===== config.mk =====
export PLATFORM = sky130hd
export DESIGN_NAME = alu_cmd_sequencer_flat
export DESIGN_NICKNAME = d
export VERILOG_FILES = /design/src/rtl/alu_cmd_sequencer_if.sv /design/src/rtl/alu_cmd_sequencer.sv /design/src/flat_wrapper.sv
export SDC_FILE = /design/constraint.sdc
export NUM_CORES = 1
export LEC_CHECK = 0
export CORE_UTILIZATION = 50
export DETAILED_ROUTE_END_ITERATION = 8
export PLACE_DENSITY = 0.75
export SYNTH_ARGS = -nofsm -noshare
export SYNTH_HDL_FRONTEND = slang
export SYNTH_SLANG_ARGS = --single-unit
export TNS_END_PERCENT = 5

===== constraint.sdc =====
create_clock -name clk -period 3 [get_ports clk]
set_input_delay 0.6 -clock clk [delete_from_list [all_inputs] [get_ports clk]]
set_output_delay 0.6 -clock clk [all_outputs]
set_load 0.02 [all_outputs]

===== src/rtl/alu_cmd_sequencer_if.sv =====
// rtl/alu_cmd_sequencer_if.sv - host-side command and response port bundle
interface alu_cmd_sequencer_if #(
    parameter int DATA_W = 8
);
    logic                  cmd_valid;
    logic                  cmd_ready;
    logic [2:0]            cmd_op;
    logic [DATA_W-1:0]     cmd_a;
    logic [DATA_W-1:0]     cmd_b;
    logic                  rsp_valid;
    logic                  rsp_ready;
    logic [2*DATA_W-1:0]   rsp_result;
    logic [2:0]            rsp_op;
    logic                  rsp_err;

    modport master (
        output cmd_valid, cmd_op, cmd_a, cmd_b, rsp_ready,
        input  cmd_ready, rsp_valid, rsp_result, rsp_op, rsp_err
    );

    modport slave (
        input  cmd_valid, cmd_op, cmd_a, cmd_b, rsp_ready,
        output cmd_ready, rsp_valid, rsp_result, rsp_op, rsp_err
    );
endinterface


===== src/rtl/alu_cmd_sequencer.sv =====
// rtl/alu_cmd_sequencer.sv - buffered command engine driving the TinyALU start/done handshake
module alu_cmd_sequencer #(
    parameter int DATA_W     = 8,
    parameter int DEPTH      = 4,
    parameter int TIMEOUT    = 16,
    parameter int RST_CYCLES = 2
) (
    input  logic                clk,
    input  logic                reset,
    alu_cmd_sequencer_if.slave  host,
    output logic                alu_start,
    output logic [2:0]          alu_op,
    output logic [DATA_W-1:0]   alu_a,
    output logic [DATA_W-1:0]   alu_b,
    output logic                alu_rst,
    input  logic                alu_done,
    input  logic [2*DATA_W-1:0] alu_result,
    output logic                busy
);
    localparam int PTR_W = (DEPTH > 1) ? $clog2(DEPTH) : 1;
    localparam int CNT_W = PTR_W + 1;
    localparam int TMO_W = $clog2(TIMEOUT + 1);
    localparam int RC_W  = $clog2(RST_CYCLES + 1);
    localparam int ENT_W = 3 + 2 * DATA_W;

    localparam logic [2:0] OP_NOP = 3'b000;
    localparam logic [2:0] OP_RST = 3'b111;

    typedef enum logic [2:0] {S_IDLE, S_ISSUE, S_WAIT_DONE, S_RST_PULSE, S_RESP} state_t;

    state_t              state_q, state_d;
    logic [ENT_W-1:0]    fifo_mem_q [DEPTH];
    logic [PTR_W-1:0]    wr_ptr_q, wr_ptr_d, rd_ptr_q, rd_ptr_d;
    logic [CNT_W-1:0]    count_q, count_d;
    logic [2:0]          alu_op_q, alu_op_d;
    logic [DATA_W-1:0]   alu_a_q, alu_a_d, alu_b_q, alu_b_d;
    logic [TMO_W-1:0]    tmo_cnt_q, tmo_cnt_d;
    logic [RC_W-1:0]     rst_cnt_q, rst_cnt_d;
    logic [2*DATA_W-1:0] rsp_result_q, rsp_result_d;
    logic [2:0]          rsp_op_q, rsp_op_d;
    logic                rsp_err_q, rsp_err_d;

    logic                fifo_full, fifo_empty, push, pop;
    logic [ENT_W-1:0]    head;
    logic [2:0]          head_op;
    logic [DATA_W-1:0]   head_a, head_b;

    assign fifo_full  = (count_q == CNT_W'(DEPTH));
    assign fifo_empty = (count_q == '0);
    assign push       = host.cmd_valid && !fifo_full;
    assign head       = fifo_mem_q[rd_ptr_q];
    assign head_op    = head[ENT_W-1 -: 3];
    assign head_a     = head[2*DATA_W-1 -: DATA_W];
    assign head_b     = head[DATA_W-1:0];

    always_comb begin
        state_d      = state_q;
        alu_op_d     = alu_op_q;
        alu_a_d      = alu_a_q;
        alu_b_d      = alu_b_q;
        tmo_cnt_d    = tmo_cnt_q;
        rst_cnt_d    = rst_cnt_q;
        rsp_result_d = rsp_result_q;
        rsp_op_d     = rsp_op_q;
        rsp_err_d    = rsp_err_q;
        pop          = 1'b0;
        case (state_q)
            S_IDLE: begin
                if (!fifo_empty) begin
                    pop = 1'b1;
                    case (head_op)
                        OP_RST: begin
                            state_d   = S_RST_PULSE;
                            rst_cnt_d = '0;
                        end
                        3'b101, 3'b110: begin
                            // Illegal ops never touch the ALU pins.
                            state_d      = S_RESP;
                            rsp_op_d     = head_op;
                            rsp_err_d    = 1'b1;
                            rsp_result_d = '0;
                        end
                        default: begin
                            state_d  = S_ISSUE;
                            alu_op_d = head_op;
                            alu_a_d  = head_a;
                            alu_b_d  = head_b;
                        end
                    endcase
                end
            end
            S_ISSUE: begin
                tmo_cnt_d = TMO_W'(1);
                rsp_op_d  = alu_op_q;
                state_d   = (alu_op_q == OP_NOP) ? S_IDLE : S_WAIT_DONE;
            end
            S_WAIT_DONE: begin
                if (alu_done) begin
                    rsp_result_d = alu_result;
                    rsp_err_d    = 1'b0;
                    state_d      = S_RESP;
                end else if (tmo_cnt_q >= TMO_W'(TIMEOUT - 1)) begin
                    rsp_result_d = '0;
                    rsp_err_d    = 1'b1;
                    state_d      = S_RESP;
                end else begin
                    tmo_cnt_d = tmo_cnt_q + 1'b1;
                end
            end
            S_RST_PULSE: begin
                if (rst_cnt_q == RC_W'(RST_CYCLES - 1)) state_d = S_IDLE;
                else                                    rst_cnt_d = rst_cnt_q + 1'b1;
            end
            S_RESP: begin
                if (host.rsp_ready) state_d = S_IDLE;
            end
            default: state_d = S_IDLE;
        endcase
    end

    always_comb begin
        wr_ptr_d = push ? wr_ptr_q + 1'b1 : wr_ptr_q;
        rd_ptr_d = pop  ? rd_ptr_q + 1'b1 : rd_ptr_q;
        count_d  = count_q;
        case ({push, pop})
            2'b10:   count_d = count_q + 1'b1;
            2'b01:   count_d = count_q - 1'b1;
            default: count_d = count_q;
        endcase
    end

    always_ff @(posedge clk) begin
        if (reset) begin
            state_q      <= S_IDLE;
            wr_ptr_q     <= '0;
            rd_ptr_q     <= '0;
            count_q      <= '0;
            alu_op_q     <= '0;
            alu_a_q      <= '0;
            alu_b_q      <= '0;
            tmo_cnt_q    <= '0;
            rst_cnt_q    <= '0;
            rsp_result_q <= '0;
            rsp_op_q     <= '0;
            rsp_err_q    <= 1'b0;
        end else begin
            state_q      <= state_d;
            wr_ptr_q     <= wr_ptr_d;
            rd_ptr_q     <= rd_ptr_d;
            count_q      <= count_d;
            alu_op_q     <= alu_op_d;
            alu_a_q      <= alu_a_d;
            alu_b_q      <= alu_b_d;
            tmo_cnt_q    <= tmo_cnt_d;
            rst_cnt_q    <= rst_cnt_d;
            rsp_result_q <= rsp_result_d;
            rsp_op_q     <= rsp_op_d;
            rsp_err_q    <= rsp_err_d;
        end
    end

    // Storage needs no reset: entries are only read once count_q says they were written.
    always_ff @(posedge clk) begin
        if (push) fifo_mem_q[wr_ptr_q] <= {host.cmd_op, host.cmd_a, host.cmd_b};
    end

    assign host.cmd_ready  = !fifo_full;
    assign host.rsp_valid  = (state_q == S_RESP);
    assign host.rsp_result = rsp_result_q;
    assign host.rsp_op     = rsp_op_q;
    assign host.rsp_err    = rsp_err_q;
    assign alu_start       = (state_q == S_ISSUE) || (state_q == S_WAIT_DONE);
    assign alu_rst         = (state_q == S_RST_PULSE);
    assign alu_op          = alu_op_q;
    assign alu_a           = alu_a_q;
    assign alu_b           = alu_b_q;
    assign busy            = (state_q != S_IDLE) || !fifo_empty;
endmodule

===== src/flat_wrapper.sv =====
// flat-port wrapper written by rule: the top's interface ports become plain ports
module alu_cmd_sequencer_flat 
#(
    parameter int DATA_W     = 8,
    parameter int DEPTH      = 4,
    parameter int TIMEOUT    = 16,
    parameter int RST_CYCLES = 2
)
  (clk, reset, alu_start, alu_op, alu_a, alu_b, alu_rst, alu_done, alu_result, busy, host_cmd_valid, host_cmd_op, host_cmd_a, host_cmd_b, host_rsp_ready, host_cmd_ready, host_rsp_valid, host_rsp_result, host_rsp_op, host_rsp_err);
  alu_cmd_sequencer_if #(.DATA_W(DATA_W)) host_i ();
  input  logic clk;
  input  logic reset;
  output logic alu_start;
  output logic [2:0] alu_op;
  output logic [DATA_W-1:0] alu_a;
  output logic [DATA_W-1:0] alu_b;
  output logic alu_rst;
  input  logic alu_done;
  input  logic [2*DATA_W-1:0] alu_result;
  output logic busy;
  input wire logic [$bits(host_i.cmd_valid)-1:0] host_cmd_valid;
  input wire logic [$bits(host_i.cmd_op)-1:0] host_cmd_op;
  input wire logic [$bits(host_i.cmd_a)-1:0] host_cmd_a;
  input wire logic [$bits(host_i.cmd_b)-1:0] host_cmd_b;
  input wire logic [$bits(host_i.rsp_ready)-1:0] host_rsp_ready;
  output wire logic [$bits(host_i.cmd_ready)-1:0] host_cmd_ready;
  output wire logic [$bits(host_i.rsp_valid)-1:0] host_rsp_valid;
  output wire logic [$bits(host_i.rsp_result)-1:0] host_rsp_result;
  output wire logic [$bits(host_i.rsp_op)-1:0] host_rsp_op;
  output wire logic [$bits(host_i.rsp_err)-1:0] host_rsp_err;
  assign host_i.cmd_valid = host_cmd_valid;
  assign host_i.cmd_op = host_cmd_op;
  assign host_i.cmd_a = host_cmd_a;
  assign host_i.cmd_b = host_cmd_b;
  assign host_i.rsp_ready = host_rsp_ready;
  assign host_cmd_ready = host_i.cmd_ready;
  assign host_rsp_valid = host_i.rsp_valid;
  assign host_rsp_result = host_i.rsp_result;
  assign host_rsp_op = host_i.rsp_op;
  assign host_rsp_err = host_i.rsp_err;
  alu_cmd_sequencer #(.DATA_W(DATA_W), .DEPTH(DEPTH), .TIMEOUT(TIMEOUT), .RST_CYCLES(RST_CYCLES)) u_core (.clk(clk), .reset(reset), .host(host_i), .alu_start(alu_start), .alu_op(alu_op), .alu_a(alu_a), .alu_b(alu_b), .alu_rst(alu_rst), .alu_done(alu_done), .alu_result(alu_result), .busy(busy));
endmodule

==> impl_metrics.json <==
{
  "die_height_um": 104,
  "drc": 0,
  "fillers": 684,
  "dpl.hpwl_um": 6750,
  "synth_nets": 413,
  "row_count": 36,
  "setup_tns_ps": 0,
  "grt_max_degree": 39,
  "async_flop_share": 0,
  "die_w_um": 104,
  "finalMaxSlewViolations": 0,
  "core_area_mm2": 0.00995,
  "drt_first_pass_iters": 5,
  "slew_headroom": 0.559,
  "grt_pass1_vias": 3526,
  "setup_viol": 0,
  "path_buf_inv": 1,
  "critPathMaxFanout": 9,
  "gp_congestion": 0.834,
  "cp.arrival_ps": 2180,
  "maxCapViolCount": 0,
  "grt_usage": 0.215,
  "clock_latency_ps": 520,
  "tightest_slew_ps": 659,
  "grt_overflow": 0,
  "grt_setup_unrepaired": "no",
  "antenna_found_initial": 0,
  "pwr_density_cell_mw_per_mm2": 940,
  "status": "finished, final reports clean",
  "fin_crit_sh": 0.928,
  "wirelength_um": 10800,
  "cts_tree": "done",
  "synth.avg_cell_area_um2": 14.4,
  "place_ws_ps": 387,
  "clockBufferDepth": 2,
  "yosys.area.top_type": "edfxtp_1",
  "ys_warn_count": 0,
  "port_buffers": 83,
  "nets": 509,
  "min_path_type": "reg2reg",
  "dieArea_mm2": 0.0109,
  "hold_violations": 0,
  "critPathTopFamily": "simple AND/OR/NAND/NOR gates",
  "cp-start-kind": "flop",
  "post_cts_buffers": 0,
  "criticalPathCategory": "reg2out",
  "vias_per_cell": 5.45,
  "finalCriticalPeriod_ps": 2780,
  "start_util": 0.525,
  "setup_slack_ps": 216,
  "ir_drop_uv": 472,
  "cts_buffers": 17,
  "crit_chain": "nor4_1 -> nand2_1 -> clkdlybuf4s50_1",
  "root_buffer": "clkbuf_8",
  "clock.fmax_ghz": 0.359,
  "p_leak_nw": 2.34,
  "ys.flop_type": "edfxtp_1",
  "holdBufCountCts": 0,
  "cts.sink_count": 134,
  "synth_edf_count": 76,
  "synth_top_area_share": 0.437,
  "synth_area_mm2": 0.00523,
  "crit_slowest_cell": "clkdlybuf4s50_1",
  "synth_cell_types": 53,
  "clk_pin_slew_ps": 60,
  "fin_worst_skew_ps": 11.3,
  "cts_resized": 0,
  "via_count": 3305,
  "antenna_cells": 0,
  "ys_ff_latch": 134,
  "endpoint_kind": "output pin",
  "seq_area_frac_synth": 0.659,
  "critPathRequiredTime_ps": 2400,
  "post_drt_wl_per_cell_um": 17.8,
  "synthCells": 364,
  "ys_top_cells_by_area": "edfxtp_1 44%, dfxtp_1 22%, mux4_2 5.6%",
  "drt_iter0_markers": 150,
  "cpPeakStageDelay_ps": 570,
  "ant_nets": 0,
  "grt_pass1_wl_um": 17600,
  "area_growth_pct": 29.1,
  "h-tree-depth": 4,
  "ios": 84,
  "drive_above_1_share": 0.169
}
## layout by cell type (no fill, tap or decap), drive strengths merged, types with 5 or more instances in the layout
cell type and n:
buf 9, clkdlybuf4s50 83, a22o 16, nand2 44, dfxtp 58, a21oi 28, edfxtp 76, nor3 5
and2 5, nor2 21, o21ai 9, clkinvlp 6, mux4 19, inv 16, clkbuf 18, and3 6
ha 8, clkinv 5
## path summary, 6_finish.rpt
path                                    end  slack, ps                           start  cells after the start
max reg2reg  u_core.count_q[2]$_SDFFE_PP0P_        480  u_core.state_q[0]$_SDFFE_PP0P_                      9
max                                    busy        220  u_core.state_q[0]$_SDFFE_PP0P_                      3
min            u_core.alu_a[1]$_SDFFE_PP0P_        450    u_core.alu_a[1]$_SDFFE_PP0P_                      2
min reg2reg    u_core.alu_a[1]$_SDFFE_PP0P_        450    u_core.alu_a[1]$_SDFFE_PP0P_                      2
## power breakdown
part / switching (mW) / leakage [nW] / internal [mW] / total, mW
sequential: 0.207 / 1.17 / 2.28 / 2.49
clock: 0.783 / 0.248 / 1.10 / 1.88
combinational: 1.10 / 0.925 / 0.879 / 1.98
total: 2.09 / 2.34 / 4.26 / 6.35
## final cells by class
cell class,instances,area [um^2],area share
well taps,133,166,0.0247
inverters,14,52.6,0.00778
flip-flops and latches,134,3440,0.510
clock inverters,14,126,0.0187
multi-input cells,201,1630,0.242
repair buffers,92,911,0.135
clock buffers,18,418,0.0619
## worst reg2reg max path: stages (launching register included)
cell	delay, ps
dfxtp_1	390
nor3_1	400
o31ai_1	230
clkinv_1	180
ha_1	200
inv_1	60
fa_1	370
xor2_1	160
or3_1	310
a21oi_1	150
## routing by layer
metal	global-route usage	vias up	routed length (um)	part of all wire
li1	-	1562	-	-
met1	0.255	1636	4610	0.43
met2	0.363	95	5420	0.50
met3	0.0702	12	612	0.057
met4	0.0816	0	117	0.011
met5	0	-	0	0
## stage by stage
step                utilization  hold slack [ps]  total power [mW]  instances  cell area, um^2
global placement          0.623              439              4.42        574             6210
global route              0.678              469              6.67        606             6750
finish                    0.678              453              6.35        606             6750
CTS                       0.678              457              6.40        606             6750
floorplan                     -              432              3.81        364             5230
detailed placement        0.623              451              4.48        574             6210
## logic make-up (layout without fill, tap and decap cells)
group                      count (synthesis)  count (layout)  synth area share
AOI/OAI and AO/OA                         67              67            0.0960
xor gates and xnor gates                   6               6            0.0115
adders and majority gates                  9               9            0.0230
buffers and inverters                     29             138            0.0290
DFF                                      134             134             0.659
muxes                                     19              19            0.0862
and+or+nand+nor                          100             100            0.0957
## synth_stat cells (3+ instances only)
master     n
or3_1      3
nand2_2   10
clkbuf_1   6
inv_1     13
mux4_2    13
mux4_1     6
xor2_1     3
nor3_1     5
dfxtp_1   58
and2_1     5
nor2_1    21
o21ai_0    6
and3_1     6
a22o_1    16
buf_6      3
edfxtp_1  76
a21oi_2   10
ha_1       8
nand2_1   34
a21oi_1   17
## flip-flops by register name (all words and copies together) (netlist names), named ones only
| name | count |
|---|---|
| u_core.rst_cnt_q | 2 |
| u_core.wr_ptr_q | 2 |
| u_core.count_q | 3 |
| u_core.state_q | 3 |
| u_core.alu_op | 3 |
| u_core.host.rsp_result | 16 |
| u_core.alu_b | 8 |
| u_core.host.rsp_op | 3 |
| u_core.host.rsp_err | 1 |
| u_core.alu_a | 8 |
| u_core.fifo_mem_q | 76 |
| u_core.tmo_cnt_q | 5 |
| u_core.rd_ptr_q | 2 |
Power figures use the tool's default switching activity.
